<file path="config.mk">
export PLATFORM = sky130hd
export DESIGN_NAME = simd_result_serializer
export DESIGN_NICKNAME = d
export VERILOG_FILES = /design/src/rtl/simd_pkg.sv /design/src/rtl/simd_lane_mux.sv /design/src/rtl/simd_result_serializer.sv
export SDC_FILE = /design/constraint.sdc
export NUM_CORES = 1
export LEC_CHECK = 0
export ABC_AREA = 1
export BUFFER_PORTS_ARGS = -buffer_cell sky130_fd_sc_hd__buf_2
export CAP_MARGIN = 15
export CORE_MARGIN = 10
export CORE_UTILIZATION = 48
export CTS_CLUSTER_SIZE = 30
export DETAILED_ROUTE_END_ITERATION = 12
export GPL_TIMING_DRIVEN = 1
export PLACE_DENSITY = 0.79
export SKIP_CTS_REPAIR_TIMING = 1
export SYNTH_ARGS = -nofsm -noshare
export SYNTH_HDL_FRONTEND = slang
export SYNTH_SLANG_ARGS = --single-unit
</file>
<file path="constraint.sdc">
create_clock -name clk -period 1.8 [get_ports clk]
set_input_delay 0.18 -clock clk [delete_from_list [all_inputs] [get_ports clk]]
set_output_delay 0.18 -clock clk [all_outputs]
set_load 0.1 [all_outputs]
</file>
<file path="src/rtl/simd_pkg.sv">
// Shared SIMD constants and the serializer state encoding, common to ALU and serializer.
// Latency: n/a (declarations only).
// Backpressure: n/a (declarations only).
package simd_pkg;

    // Default vector geometry of the SIMD datapath.
    localparam int SIMD_LANES = 8;
    localparam int SIMD_WIDTH = 16;

    // Serializer control states: nothing held, or a vector held and draining.
    typedef enum logic [0:0] {
        ST_IDLE  = 1'b0,
        ST_DRAIN = 1'b1
    } ser_state_e;

endpackage

</file>
<file path="src/rtl/simd_lane_mux.sv">
// Combinational lane selector: picks one WIDTH-bit lane out of a packed vector.
// Latency: 0 cycles (pure combinational).
// Backpressure: none; the caller owns all flow control.
module simd_lane_mux
    import simd_pkg::*;
#(
    parameter int LANES = SIMD_LANES,
    parameter int WIDTH = SIMD_WIDTH
) (
    input  logic [LANES*WIDTH-1:0]   vec_dat,
    input  logic [$clog2(LANES)-1:0] sel,
    output logic [WIDTH-1:0]         lane_dat
);

    localparam int LW = $clog2(LANES);

    // One-hot style compare per lane keeps the mux a flat AND-OR tree.
    always_comb begin
        lane_dat = '0;
        for (int i = 0; i < LANES; i++) begin
            if (sel == LW'(i)) begin
                lane_dat = vec_dat[i*WIDTH +: WIDTH];
            end
        end
    end

endmodule

</file>
<file path="src/rtl/simd_result_serializer.sv">
// Serializes a LANES-wide SIMD result into ascending scalar lanes; optional horizontal sum (macro SIMD_RESULT_SUM_EN).
// Latency: first lane on out_data the cycle after capture; sum_valid pulses the cycle after the last-lane transfer.
// Backpressure: out_ready=0 freezes the current lane; in_ready only in IDLE or on an accepted last lane (no bubble).
module simd_result_serializer
    import simd_pkg::*;
#(
    parameter int LANES = SIMD_LANES,
    parameter int WIDTH = SIMD_WIDTH
) (
    input  logic                             clk,
    input  logic                             rst,
    input  logic [LANES*WIDTH-1:0]           in_vec,
    input  logic                             in_valid,
    output logic                             in_ready,
    output logic [WIDTH-1:0]                 out_data,
    output logic [$clog2(LANES)-1:0]         out_lane,
    output logic                             out_last,
    output logic                             out_valid,
    input  logic                             out_ready,
    output logic [WIDTH+$clog2(LANES)-1:0]   sum_data,
    output logic                             sum_valid
);

    localparam int LW = $clog2(LANES);
    localparam int SW = WIDTH + LW;
    localparam logic [LW-1:0] LAST_LANE = LW'(LANES - 1);

    // Control and datapath state.
    ser_state_e               state_q, state_d;
    logic [LW-1:0]            lane_q, lane_d;
    logic [LANES*WIDTH-1:0]   held_q, held_d;

    // Handshake qualifiers shared by the control and sum paths.
    logic                     is_last;
    logic                     in_xfer;
    logic                     out_xfer;
    logic [WIDTH-1:0]         lane_dat;

    // Lane selection of the held vector.
    simd_lane_mux #(
        .LANES (LANES),
        .WIDTH (WIDTH)
    ) u_lane_mux (
        .vec_dat  (held_q),
        .sel      (lane_q),
        .lane_dat (lane_dat)
    );

    // Output view and handshakes; a new vector is only taken when the held one is about to be fully drained.
    always_comb begin
        is_last   = (lane_q == LAST_LANE);
        out_valid = (state_q == ST_DRAIN);
        out_data  = lane_dat;
        out_lane  = lane_q;
        out_last  = is_last;
        in_ready  = (state_q == ST_IDLE) ||
                    ((state_q == ST_DRAIN) && is_last && out_ready);
        in_xfer   = in_valid && in_ready;
        out_xfer  = out_valid && out_ready;
    end

    // Next-state: capture wins over the last-lane return to IDLE, giving back-to-back vectors.
    always_comb begin
        state_d = state_q;
        lane_d  = lane_q;
        held_d  = held_q;
        if (in_xfer) begin
            held_d  = in_vec;
            lane_d  = '0;
            state_d = ST_DRAIN;
        end else if (out_xfer) begin
            if (is_last) begin
                lane_d  = '0;
                state_d = ST_IDLE;
            end else begin
                lane_d  = lane_q + LW'(1);
            end
        end
    end

    // Control and held-vector registers; reset drops any partly drained vector.
    always_ff @(posedge clk) begin
        if (rst) begin
            state_q <= ST_IDLE;
            lane_q  <= '0;
            held_q  <= '0;
        end else begin
            state_q <= state_d;
            lane_q  <= lane_d;
            held_q  <= held_d;
        end
    end

`ifdef SIMD_RESULT_SUM_EN
    // Horizontal-sum path: accumulator of transferred lanes plus the reported result.
    logic [SW-1:0] acc_q, acc_d;
    logic [SW-1:0] sum_q, sum_d;
    logic          sum_vld_q, sum_vld_d;
    logic [SW-1:0] lane_ext;

    // Accumulate each accepted lane; the last lane folds straight into the result so the
    // accumulator can restart for a vector captured in the same cycle.
    always_comb begin
        lane_ext  = SW'(lane_dat);
        acc_d     = acc_q;
        sum_d     = sum_q;
        sum_vld_d = 1'b0;
        if (out_xfer) begin
            if (is_last) begin
                sum_d     = acc_q + lane_ext;
                sum_vld_d = 1'b1;
                acc_d     = '0;
            end else begin
                acc_d     = acc_q + lane_ext;
            end
        end
        if (in_xfer) begin
            acc_d = '0;
        end
    end

    // Sum registers; sum_data holds its value until the next completed vector.
    always_ff @(posedge clk) begin
        if (rst) begin
            acc_q     <= '0;
            sum_q     <= '0;
            sum_vld_q <= 1'b0;
        end else begin
            acc_q     <= acc_d;
            sum_q     <= sum_d;
            sum_vld_q <= sum_vld_d;
        end
    end

    assign sum_data  = sum_q;
    assign sum_valid = sum_vld_q;
`else
    // Sum feature compiled out: ports remain for a stable interface but are constant.
    assign sum_data  = '0;
    assign sum_valid = 1'b0;
`endif

endmodule

</file>
==> flow_results.org <==
** Outcome
- The flow ran to the end, but the final reports show violations.
- Failing checks :: negative hold slack, negative setup slack

** STA
- Unrepaired setup endpoints after global routing :: true
- The total count of hold-check failures in the final report is 7.
- Final Max Tran Viols :: 0
- Summed over all failing endpoints, the final setup total negative slack is -8.61 ns.
- Setup violations remaining at the end of the flow were counted as 16.
- Share of the clock period used by the worst path :: 133%
- Setup slack on the critical path of the routed design comes to -0.587 ns.
- For the final database, setup skew stands at 0.00525 ns.
- Clock period minus worst slack :: 2.39 ns
- Achievable frequency :: 419 MHz
- Final hold analysis gives a worst-case slack of -0.00967 ns.

** Final layout
- Filler Cells Inserted :: 1,058
- Final Util :: 70.1%
- The final layout contains 1,275 nets.
- Final standard cell area without fillers :: 9240 um^2
- Area Overhead vs Synth :: 43.7%
- Cells with a size suffix above 1 make up 31.0% of the layout.
- The number of antenna diodes in the final layout is 0.

** Logic synthesis
- The share of the Yosys chip area taken by registers is 41.1%.
- Summing every instance area after synthesis gives 6430 um^2.
- Number of unique standard cell types used by synthesis :: 24
- Post-Syn Instances :: 991
- Averaged over all synthesized cells, the footprint is 6.49 um^2.
- The most used flip-flop cell after synthesis is sky130_fd_sc_hd__dfxtp_1.
- Async S/R FF share, synth :: 0%
- Yosys printed 0 warnings.
- The synthesized design contains 132 register bits.
- Number of enable-type register cells in the synthesized netlist :: 0

** Drt
- Antenna-violating nets left :: 0
- DRC violation total after the first TritonRoute iteration :: 662
- After detailed routing, the average wire length per cell comes to 16.3 um.
- The routed layout has 6,744 vias.
- Total Routed Length :: 21.7 mm
- The pre-antenna-repair detailed-routing pass consisted of 6 iterations.
- For this run, design rule violations remaining after detail routing come to 0.
- In the routed layout, each cell is associated on average with a via count of 5.09.

** Clock network
- Clock latency on the worst-skew pair, taken at its later pin, is 0.43 ns.
- TritonCTS built the clock tree.
- Clock-pin slew of the registers on the worst-case setup and hold paths :: 0.06 ns
- Depth of the CTS H-tree :: 4
- Clock tree synthesis found a total of 132 sinks.
- Clock tree synthesis selected as its root buffer the cell sky130_fd_sc_hd__clkbuf_16.
- The clock passes through at most 2 buffers.
- CTS buffer count :: 17

** Critical path
- Cell depth of the worst setup path :: 14
- At the worst endpoint, the required time is 1.62 ns.
- The most numerous cell type found on the critical path is sky130_fd_sc_hd__nand2_2.
- STA classifies the critical path startpoint as a register.
- The critical path goes through inv_4 > ha_4 > inv_2 > nor2_4 > clkbuf_16 > nand3_1 > nand3_1 > nand2_1 > nand2_2 > nand2_2 > nand2_2 > nand2_4 > nand2_8 > buf_12.
- Highest net fanout along the worst path :: 6
- The kind of cell with the highest combined delay along the critical path is simple AND/OR/NAND/NOR gates.
- Worst path max stage delay :: 0.37 ns
- Across all register-to-register paths, the minimum setup slack is 0.03 ns.
- Critical path type :: register to primary output
- On the critical path, the stage with the largest delay is an instance of sky130_fd_sc_hd__dfxtp_4.
- Measured in cells, the most critical reg-to-reg path has a length of 10.
- STA classifies the critical path endpoint as a primary output.
- Buf/Inv on CP :: 4
- Arrival @ worst endpoint :: 2.21 ns

** Pwr
- The design draws 8800 uW.
- Dividing total power by cell area gives a power density of 952 nW/um^2.
- Worst vdd ir :: 0.737 mV
- For this design the static power due to leakage is 0.00435 uW.

** Die
- In this run the standard cell core region covers 13,200 um^2.
- Die Footprint :: 18,400 um^2
- Number of top-level design ports :: 174
- The initial utilization of the core area, before any placement, comes to 48.8%.
- Row generation in the floorplan step produced 42 rows.
- Horizontal die dimension :: 136 um
- Measured along the y axis, the die boundary spans 136 um.

** Min path
- The tightest min-delay check is of the primary input to register type.
- The worst hold path was traced through 3 stages.

** Place
- Prior to clock tree synthesis, the placed netlist has a worst setup slack of -0.211 ns.
- In this run the cell area measured after placement is 7960 um^2.
- Input/output buffers :: 153
- Placer Congestion :: 0.955
- After legalization and detailed placement, the total HPWL measured 14.1 mm.

** GRT
- Global-route wire length before repair :: 30.9 mm
- Grt ovf :: 0
- Entering global routing, the biggest net connects 130 pins.
- Global routing used 20.8% of the available tracks.
- Number of global-route vias before repair :: 6,232
- Number of antenna violations at the first check in global routing :: 0

** Flow run
- Across the run, the number of max-cap violations was 0.
==> area by class of cell <==
cell class / instances / area, um^2 / share of cell area (%)
multi-input combinational: 735 / 3870 / 41.9
tap: 176 / 220 / 2.38
timing repair buffer: 194 / 1650 / 17.8
clock buffer: 25 / 528 / 5.71
inverter: 57 / 226 / 2.45
sequential: 132 / 2660 / 28.7
clock inverter: 7 / 90.1 / 0.975
==> cell usage in the layout, fill, tap and decap left out, drive strengths merged <==
cell type / count
nor2: 307
nand2: 188
buf: 187
dfxtp: 132
o21ai: 129
inv: 57
nand3: 49
clkbuf: 31
conb: 20
a21oi: 19
or2: 16
ha: 6
clkinv: 3
bufinv: 2
clkinvlp: 2
nor3: 1
dlygate4sd3: 1
==> logic make-up after synthesis <==
group | count (synthesis) | share of synthesized area [%]
AO/OA/AOI/OAI | 148 | 11.5
adder cells (fa/ha/maj) | 6 | 1.17
buffers and inverters | 144 | 11.5
flip-flops | 132 | 41.1
other | 1 | 0.0583
AND/OR/NAND/NOR | 560 | 34.6
==> path summary, 6_finish.rpt <==
kind | startpoint | to
setup / recovery | out_lane[0] | out_data[14]
hold / removal | in_vec[72] | held_q[72]
setup reg to reg | out_lane[0] | held_q[99]
hold reg to reg | held_q[0] | held_q[0]
==> routing by layer <==
metal / track usage, % / vias up / wire length, um
li1: - / 3335 / -
met1: 26.8 / 3058 / 9190
met2: 32.5 / 308 / 10300
met3: 5.64 / 43 / 1750
met4: 7.78 / 0 / 445
met5: 0 / - / 0
==> report_power, final <==
part | switching [uW] | internal [uW]
logic | 1230 | 667
clock network | 1290 | 2310
registers | 138 | 3170
==> synth_stat cells (3+ instances only) <==
master / count / area (um^2)
sky130_fd_sc_hd__nor2_1: 306 / 1150
sky130_fd_sc_hd__o21ai_1: 10 / 50.1
sky130_fd_sc_hd__o21ai_0: 119 / 596
sky130_fd_sc_hd__nand2_2: 3 / 18.8
sky130_fd_sc_hd__or2_2: 3 / 18.8
sky130_fd_sc_hd__ha_1: 6 / 75.1
sky130_fd_sc_hd__buf_2: 15 / 75.1
sky130_fd_sc_hd__clkbuf_1: 33 / 124
sky130_fd_sc_hd__nand3_1: 49 / 245
sky130_fd_sc_hd__buf_4: 28 / 210
sky130_fd_sc_hd__buf_6: 10 / 113
sky130_fd_sc_hd__nand2_1: 183 / 687
sky130_fd_sc_hd__or2_1: 5 / 31.3
sky130_fd_sc_hd__dfxtp_1: 132 / 2640
sky130_fd_sc_hd__inv_1: 55 / 206
sky130_fd_sc_hd__or2_0: 8 / 50.1
sky130_fd_sc_hd__a21oi_1: 19 / 95.1
==> worst min-delay path, delay by kind of cell <==
family / cells / cell delay [ns]
AOI/OAI and AO/OA: 1 / 0.06
buffers and inverters: 1 / 0.07
and+or+nand+nor: 1 / 0.07
==> metrics by stage <==
| stage | hold slack (ns) | cells |
|---|---|---|
| 2_1_floorplan | 0.242 | 1010 |
| 3_3_place_gp | 0.357 | 1282 |
| 3_5_place_dp | 0.366 | 1282 |
| 4_1_cts | -0.0791 | 1314 |
| 5_1_grt | 0.00118 | 1326 |
| 6_report | -0.00967 | 1326 |
==> sequential cells by signal, summed over array words and instances, names as in the netlist <==
| signal | flops |
|---|---|
| out_lane | 3 |
| out_valid | 1 |
| held_q | 128 |
(Power assumes the default switching activity.)
